$ cat src/rtl/ws2811_multi.sv
// Multi-string WS2811 driver: CHANNELS parallel serial outputs in lockstep,
// NUM_LEDS LEDs per string, colours fetched per LED through a shared address.
module ws2811_multi #(
    parameter int CHANNELS = 4,
    parameter int NUM_LEDS = 50,
    parameter int T0H      = 50,
    parameter int T1H      = 120,
    parameter int TBIT     = 250,
    parameter int TRESET   = 5000,
    localparam int ADDR_W  = ($clog2(NUM_LEDS) > 1) ? $clog2(NUM_LEDS) : 1
) (
    input  logic                  clk,
    input  logic                  reset_n,
    input  logic                  start,
    input  logic                  order,
    input  logic [7:0]            brightness,
    input  logic [8*CHANNELS-1:0] red_in,
    input  logic [8*CHANNELS-1:0] green_in,
    input  logic [8*CHANNELS-1:0] blue_in,
    output logic [ADDR_W-1:0]     address,
    output logic                  busy,
    output logic                  frame_done,
    output logic [CHANNELS-1:0]   dout
);

    localparam int CNT_MAX = (TBIT > TRESET) ? TBIT : TRESET;
    localparam int CNT_W   = $clog2(CNT_MAX + 1);

    localparam logic [CNT_W-1:0]  BIT_LAST   = CNT_W'(TBIT - 1);
    localparam logic [CNT_W-1:0]  LATCH_LAST = CNT_W'(TRESET - 1);
    localparam logic [CNT_W-1:0]  HIGH0      = CNT_W'(T0H);
    localparam logic [CNT_W-1:0]  HIGH1      = CNT_W'(T1H);
    localparam logic [ADDR_W-1:0] LED_LAST   = ADDR_W'(NUM_LEDS - 1);

    typedef enum logic [2:0] {IDLE, LOAD, SEND, LATCH, DONE} state_t;

    state_t state, state_next;

    logic [CNT_W-1:0]           cnt;
    logic [4:0]                 bit_idx;
    logic [ADDR_W-1:0]          led_idx;
    logic [CHANNELS-1:0][23:0]  shift;
    logic [CHANNELS-1:0][23:0]  fresh;

    logic bit_end, last_bit, last_led, latch_end;

    assign bit_end   = (cnt == BIT_LAST);
    assign last_bit  = (bit_idx == 5'd23);
    assign last_led  = (led_idx == LED_LAST);
    assign latch_end = (cnt == LATCH_LAST);

    function automatic logic [7:0] scale(input logic [7:0] c, input logic [7:0] b);
        logic [15:0] prod;
        prod = 16'(c) * (16'(b) + 16'd1);
        return prod[15:8];
    endfunction

    always_comb begin
        fresh = '0;
        for (int unsigned c = 0; c < CHANNELS; c++) begin
            if (order)
                fresh[c] = {scale(red_in[8*c +: 8], brightness),
                            scale(green_in[8*c +: 8], brightness),
                            scale(blue_in[8*c +: 8], brightness)};
            else
                fresh[c] = {scale(green_in[8*c +: 8], brightness),
                            scale(red_in[8*c +: 8], brightness),
                            scale(blue_in[8*c +: 8], brightness)};
        end
    end

    always_ff @(posedge clk or negedge reset_n) begin
        if (!reset_n) state <= IDLE;
        else          state <= state_next;
    end

    always_comb begin
        state_next = state;
        case (state)
            IDLE:  if (start) state_next = LOAD;
            LOAD:  state_next = SEND;
            SEND:  if (bit_end && last_bit && last_led) state_next = LATCH;
            LATCH: if (latch_end) state_next = DONE;
            // busy is already low in DONE, so a held start chains the next frame here
            DONE:  state_next = start ? LOAD : IDLE;
            default: state_next = IDLE;
        endcase
    end

    always_ff @(posedge clk or negedge reset_n) begin
        if (!reset_n) begin
            cnt        <= '0;
            bit_idx    <= '0;
            led_idx    <= '0;
            shift      <= '0;
            address    <= '0;
            busy       <= 1'b0;
            frame_done <= 1'b0;
            dout       <= '0;
        end else begin
            busy       <= (state_next == LOAD) || (state_next == SEND) || (state_next == LATCH);
            frame_done <= (state_next == DONE);
            case (state)
                LOAD: begin
                    shift   <= fresh;
                    cnt     <= '0;
                    bit_idx <= '0;
                    led_idx <= '0;
                    dout    <= '1;
                end
                SEND: begin
                    if (bit_end) begin
                        cnt <= '0;
                        if (last_bit) begin
                            if (last_led) begin
                                dout <= '0;
                            end else begin
                                shift   <= fresh;
                                bit_idx <= '0;
                                led_idx <= led_idx + 1'b1;
                                dout    <= '1;
                            end
                        end else begin
                            for (int unsigned c = 0; c < CHANNELS; c++)
                                shift[c] <= {shift[c][22:0], 1'b0};
                            bit_idx <= bit_idx + 1'b1;
                            dout    <= '1;
                            // Address moves as bit 23 starts, one full bit ahead of the capture
                            if (bit_idx == 5'd22)
                                address <= last_led ? '0 : address + 1'b1;
                        end
                    end else begin
                        cnt <= cnt + 1'b1;
                        for (int unsigned c = 0; c < CHANNELS; c++)
                            dout[c] <= ((cnt + 1'b1) < (shift[c][23] ? HIGH1 : HIGH0));
                    end
                end
                LATCH: begin
                    cnt  <= latch_end ? '0 : cnt + 1'b1;
                    dout <= '0;
                end
                default: begin
                    cnt  <= '0;
                    dout <= '0;
                end
            endcase
        end
    end

endmodule
$ cat config.mk
export PLATFORM = sky130hd
export DESIGN_NAME = ws2811_multi
export DESIGN_NICKNAME = d
export VERILOG_FILES = /design/src/rtl/ws2811_multi.sv
export SDC_FILE = /design/constraint.sdc
export NUM_CORES = 2
export LEC_CHECK = 0
export BUFFER_PORTS_ARGS = -buffer_cell sky130_fd_sc_hd__buf_2
export CAP_MARGIN = 30
export CELL_PAD_IN_SITES_DETAIL_PLACEMENT = 1
export CELL_PAD_IN_SITES_GLOBAL_PLACEMENT = 2
export CORE_MARGIN = 3
export CORE_UTILIZATION = 40
export DETAILED_ROUTE_END_ITERATION = 6
export PLACE_DENSITY_LB_ADDON = 0.1
export SLEW_MARGIN = 40
export SYNTH_ARGS = -nofsm -noshare
export SYNTH_HDL_FRONTEND = slang
export SYNTH_SLANG_ARGS = --single-unit
export TNS_END_PERCENT = 5
$ cat constraint.sdc
create_clock -name clk -period 2.87 [get_ports clk]
set_input_delay 0.287 -clock clk [delete_from_list [all_inputs] [get_ports clk]]
set_output_delay 0.287 -clock clk [all_outputs]
set_load 0.1 [all_outputs]
==> flow_summary.json <==
{
  "status": "finished with violations",
  "violated_checks": "setup timing",
  "route.detailed.wl_per_inst_um": 18.8,
  "end_kind": "flip-flop",
  "leakage_nw": 20.5,
  "chipWidth_um": 289,
  "critPathMostFrequentCell": "fa_1",
  "hpwlAfterDp_mm": 79.6,
  "syn-cell-area_um2": 32100,
  "finish.net_count": 5169,
  "yosys.area_share.xor_xnor_pct": 4.13,
  "layout_min_cycle_time_ns": 4.99,
  "synth_area_in_compound_gates_pct": 8.48,
  "grt.met1_usage_pct": 30.9,
  "synth_flop_cell": "dfrtp_1",
  "min_path_type": "primary input to flip-flop",
  "htree_levels": 4,
  "finalCoreUtilization_pct": 51.0,
  "period_share_pct": 174,
  "tritoncts": "built",
  "power-per-cell-area_nw_per_um2": 819,
  "adder_and_majority_gate_portion_of_the_synthesized_area_pct": 45.6,
  "synth_commonest_cells": "inv_1 (607), and2_1 (594), fa_1 (480)",
  "antenna_violations_before_repair": 4,
  "clock_sinks": 135,
  "clk-insertion-delay-late_ns": 0.46,
  "initial_utilization_pct": 40.5,
  "die-area_um2": 83600,
  "synth-edff-count": 0,
  "grt_start_max_net_pins": 67,
  "rsz0062_at_grt": "true",
  "critPathLaunchType": "primary input",
  "number_of_global_route_vias_before_repair": 31100,
  "groute.layer.met3.usage_pct": 1.94,
  "cp_max_fo": 7,
  "post-route-drc-count": 0,
  "share_of_final_layout_standard_cells_stronger_than_drive_strength_1_pct": 22.7,
  "route.antenna.remaining_nets": 0,
  "syn_to_final_growth_pct": 26.0,
  "maxSlewHeadroom_pct": 52.7,
  "synth_top_area_share_pct": 30.0,
  "synth.ff_latch_count": 135,
  "critPathArrivalTime_ns": 5.32,
  "globalRoute.busiestLayer": "met2",
  "max_capacitance_violation_count": 0,
  "via_density": 5.12,
  "worst_ir_drop_vdd_mv": 0.572,
  "worst-endpoint-required_ns": 3.20,
  "library_cell_occupying_the_most_area_in_the_post_synthesis_netlist": "fa_1",
  "ioPinCount": 120,
  "hold_viol_final": 0,
  "async_flop_share_pct": 100,
  "clock_path_buffers": 2,
  "use_met2_pct": 45.0,
  "final.setup_skew_ns": 0.0118,
  "num_rows": 103,
  "setup_viol": 96,
  "synth.area.top_cells": "fa_1 (30%), ha_1 (16%), and2_1 (12%)",
  "cpPeakStageDelay_ns": 0.53,
  "number_of_buffers_added_by_the_clock_tree_synthesis_step": 17,
  "gr_util_all_layers_pct": 24.3,
  "dp_slack_ns": -3.12,
  "grt.overflow.total": 0,
  "drtIter0Drc": 1000,
  "core-area_um2": 79100,
  "cp_cell_sequence": "buf_12 -> buf_6 -> nand2_4 -> nor2_4 -> buf_12 -> xor2_4 -> buf_12 -> nand2_4 -> fa_1 -> fa_1 -> inv_1 -> fa_1 -> fa_1 -> ha_4 -> a2111oi_4 -> o31ai_4 -> a2111oi_4 -> nor2_2 -> a211o_1 -> a21oi_2 -> xnor2_2 -> o211ai_1",
  "gate_count_after_technology_mapping": 3654,
  "slew_violations": 0,
  "grt_pass1_wl_mm": 162,
  "cpMaxStageDelayCell": "fa_1",
  "synth.mux.area_fraction_pct": 0.468,
  "synth_nets": 4642,
  "post_synth_num_cell_types": 79,
  "fin_ws_ns": -2.12,
  "setup-tns-final_ns": -181.61,
  "dominant_combinational_cell_family_by_area_after_synthesis": "adder cells",
  "routed-via-count": 26800,
  "synth_simple_gate_area_share_pct": 21.9,
  "avgSynthCellArea_um2": 8.77,
  "synth.yosys.warnings": 0,
  "io_buffer_count": 119,
  "setup.worst_path.class": "primary input to flip-flop",
  "floorplan_die_height_um": 289,
  "first_pass_iters": 5,
  "timing_worst_slew_pin_value_ns": 0.708,
  "synthMostInstantiatedCell": "inv_1",
  "timing.fmax_ghz": 0.200,
  "final_estimated_routing_congestion_in_global_placement": 0.840,
  "detail_route.wirelength_mm": 98.8,
  "clk_pin_slew_ns": 0.06,
  "seq_area_frac_synth_pct": 10.5,
  "cts-root-buf": "clkbuf_16"
}
==> path summary, 6_finish.rpt <==
| path | start | to | slack [ns] | cells after the start |
|---|---|---|---|---|
| max | brightness[0] | shift[87]$_DFFE_PN0P_ | -2.12 | 22 |
| min | start | state[0]$_DFF_PN0_ | 0.16 | 3 |
| max reg2reg | bit_idx[1]$_DFFE_PN0P_ | shift[87]$_DFFE_PN0P_ | 0.16 | 7 |
| min reg2reg | shift[91]$_DFFE_PN0P_ | shift[91]$_DFFE_PN0P_ | 0.47 | 2 |
| max in group asynchronous | reset_n | shift[73]$_DFFE_PN0P_ | 1.63 | 3 |
| min in group asynchronous | reset_n | cnt[8]$_DFF_PN0_ | 0.36 | 2 |
==> layout by cell type, fill, tap and decap left out, types with 14 or more instances in the layout <==
| cell | n |
|---|---|
| o21ai_1 | 44 |
| clkbuf_16 | 17 |
| nor3_1 | 26 |
| ha_4 | 22 |
| fa_2 | 14 |
| buf_4 | 462 |
| a21oi_2 | 25 |
| or3_1 | 14 |
| nor2_1 | 103 |
| inv_1 | 597 |
| nand2_1 | 315 |
| fa_1 | 466 |
| xnor2_2 | 21 |
| buf_6 | 34 |
| o21ai_0 | 86 |
| dfrtp_1 | 135 |
| and3_1 | 23 |
| nand3_1 | 38 |
| buf_2 | 114 |
| xnor2_1 | 86 |
| o21a_1 | 16 |
| mux2i_1 | 14 |
| and2_4 | 18 |
| a21oi_1 | 69 |
| a21o_1 | 17 |
| xor2_1 | 25 |
| and2_1 | 576 |
| ha_1 | 375 |
| buf_12 | 31 |
| nand2b_1 | 27 |
| a31oi_1 | 15 |
| nor2b_1 | 60 |
==> area by class of cell <==
type                    instances  area (um^2)
fillers                      9132        38700
multi-input cells            2765        27500
repair buffers                654         5320
flip-flops and latches        135         3380
inverters                     608         2280
well taps                    1050         1310
clock buffers                  21          450
clock inverters                11          149
diodes                          1         2.50
==> per-layer routing <==
metal / vias to the layer above / part of all wire (%)
li1: 12600 / -
met4: 2 / 1.4
met2: 271 / 52
met3: 92 / 2.0
met1: 13900 / 44
met5: - / 0.014
==> registers in the layout, indices dropped and copies added (netlist names) <==
signal	cells
frame_done	1
shift	96
dout	4
bit_idx	5
cnt	13
busy	1
led_idx	6
state	3
address	6
==> timing repair <==
item	4_1_cts	5_1_grt
gates cloned	6	0
setup endpoints to repair	96	96
endpoints found under the hold margin	51	0
resized for setup	265	105
setup buffers	52	12
hold buffers	1	0
pin swaps	188	92
==> report_power, final <==
group	switching [mW]	total (mW)	internal (mW)
clock network	0.932	2.32	1.39
logic	14.9	27.6	12.7
registers	0.440	3.15	2.71
total	16.3	33.1	16.8
==> kinds of logic after synthesis <==
group | count (synthesis)
muxes | 15
AOI/OAI and AO/OA | 423
xor gates and xnor gates | 151
buffers and inverters | 754
adders and majority gates | 880
DFF | 135
and+or+nand+nor | 1296
==> metrics by stage <==
step	power [mW]	area (um^2)	hold WS, ns	std cells
3_3_place_gp	25.9	37400	0.291	5145
2_1_floorplan	17.6	32200	-0.00859	3654
5_1_grt	36.5	40400	0.170	5244
4_1_cts	32.2	39900	0.137	5234
6_report	33.1	40400	0.157	5245
3_5_place_dp	26.9	37400	0.294	5145
==> critical path: cells and delay by family <==
kind / cells / cell delay [ns]
and+or+nand+nor: 4 / 0.29
buffers and inverters: 5 / 0.54
xor gates and xnor gates: 2 / 0.34
AOI/OAI and AO/OA: 6 / 1.64
adders and majority gates: 5 / 2.19
(Power assumes the default switching activity.)
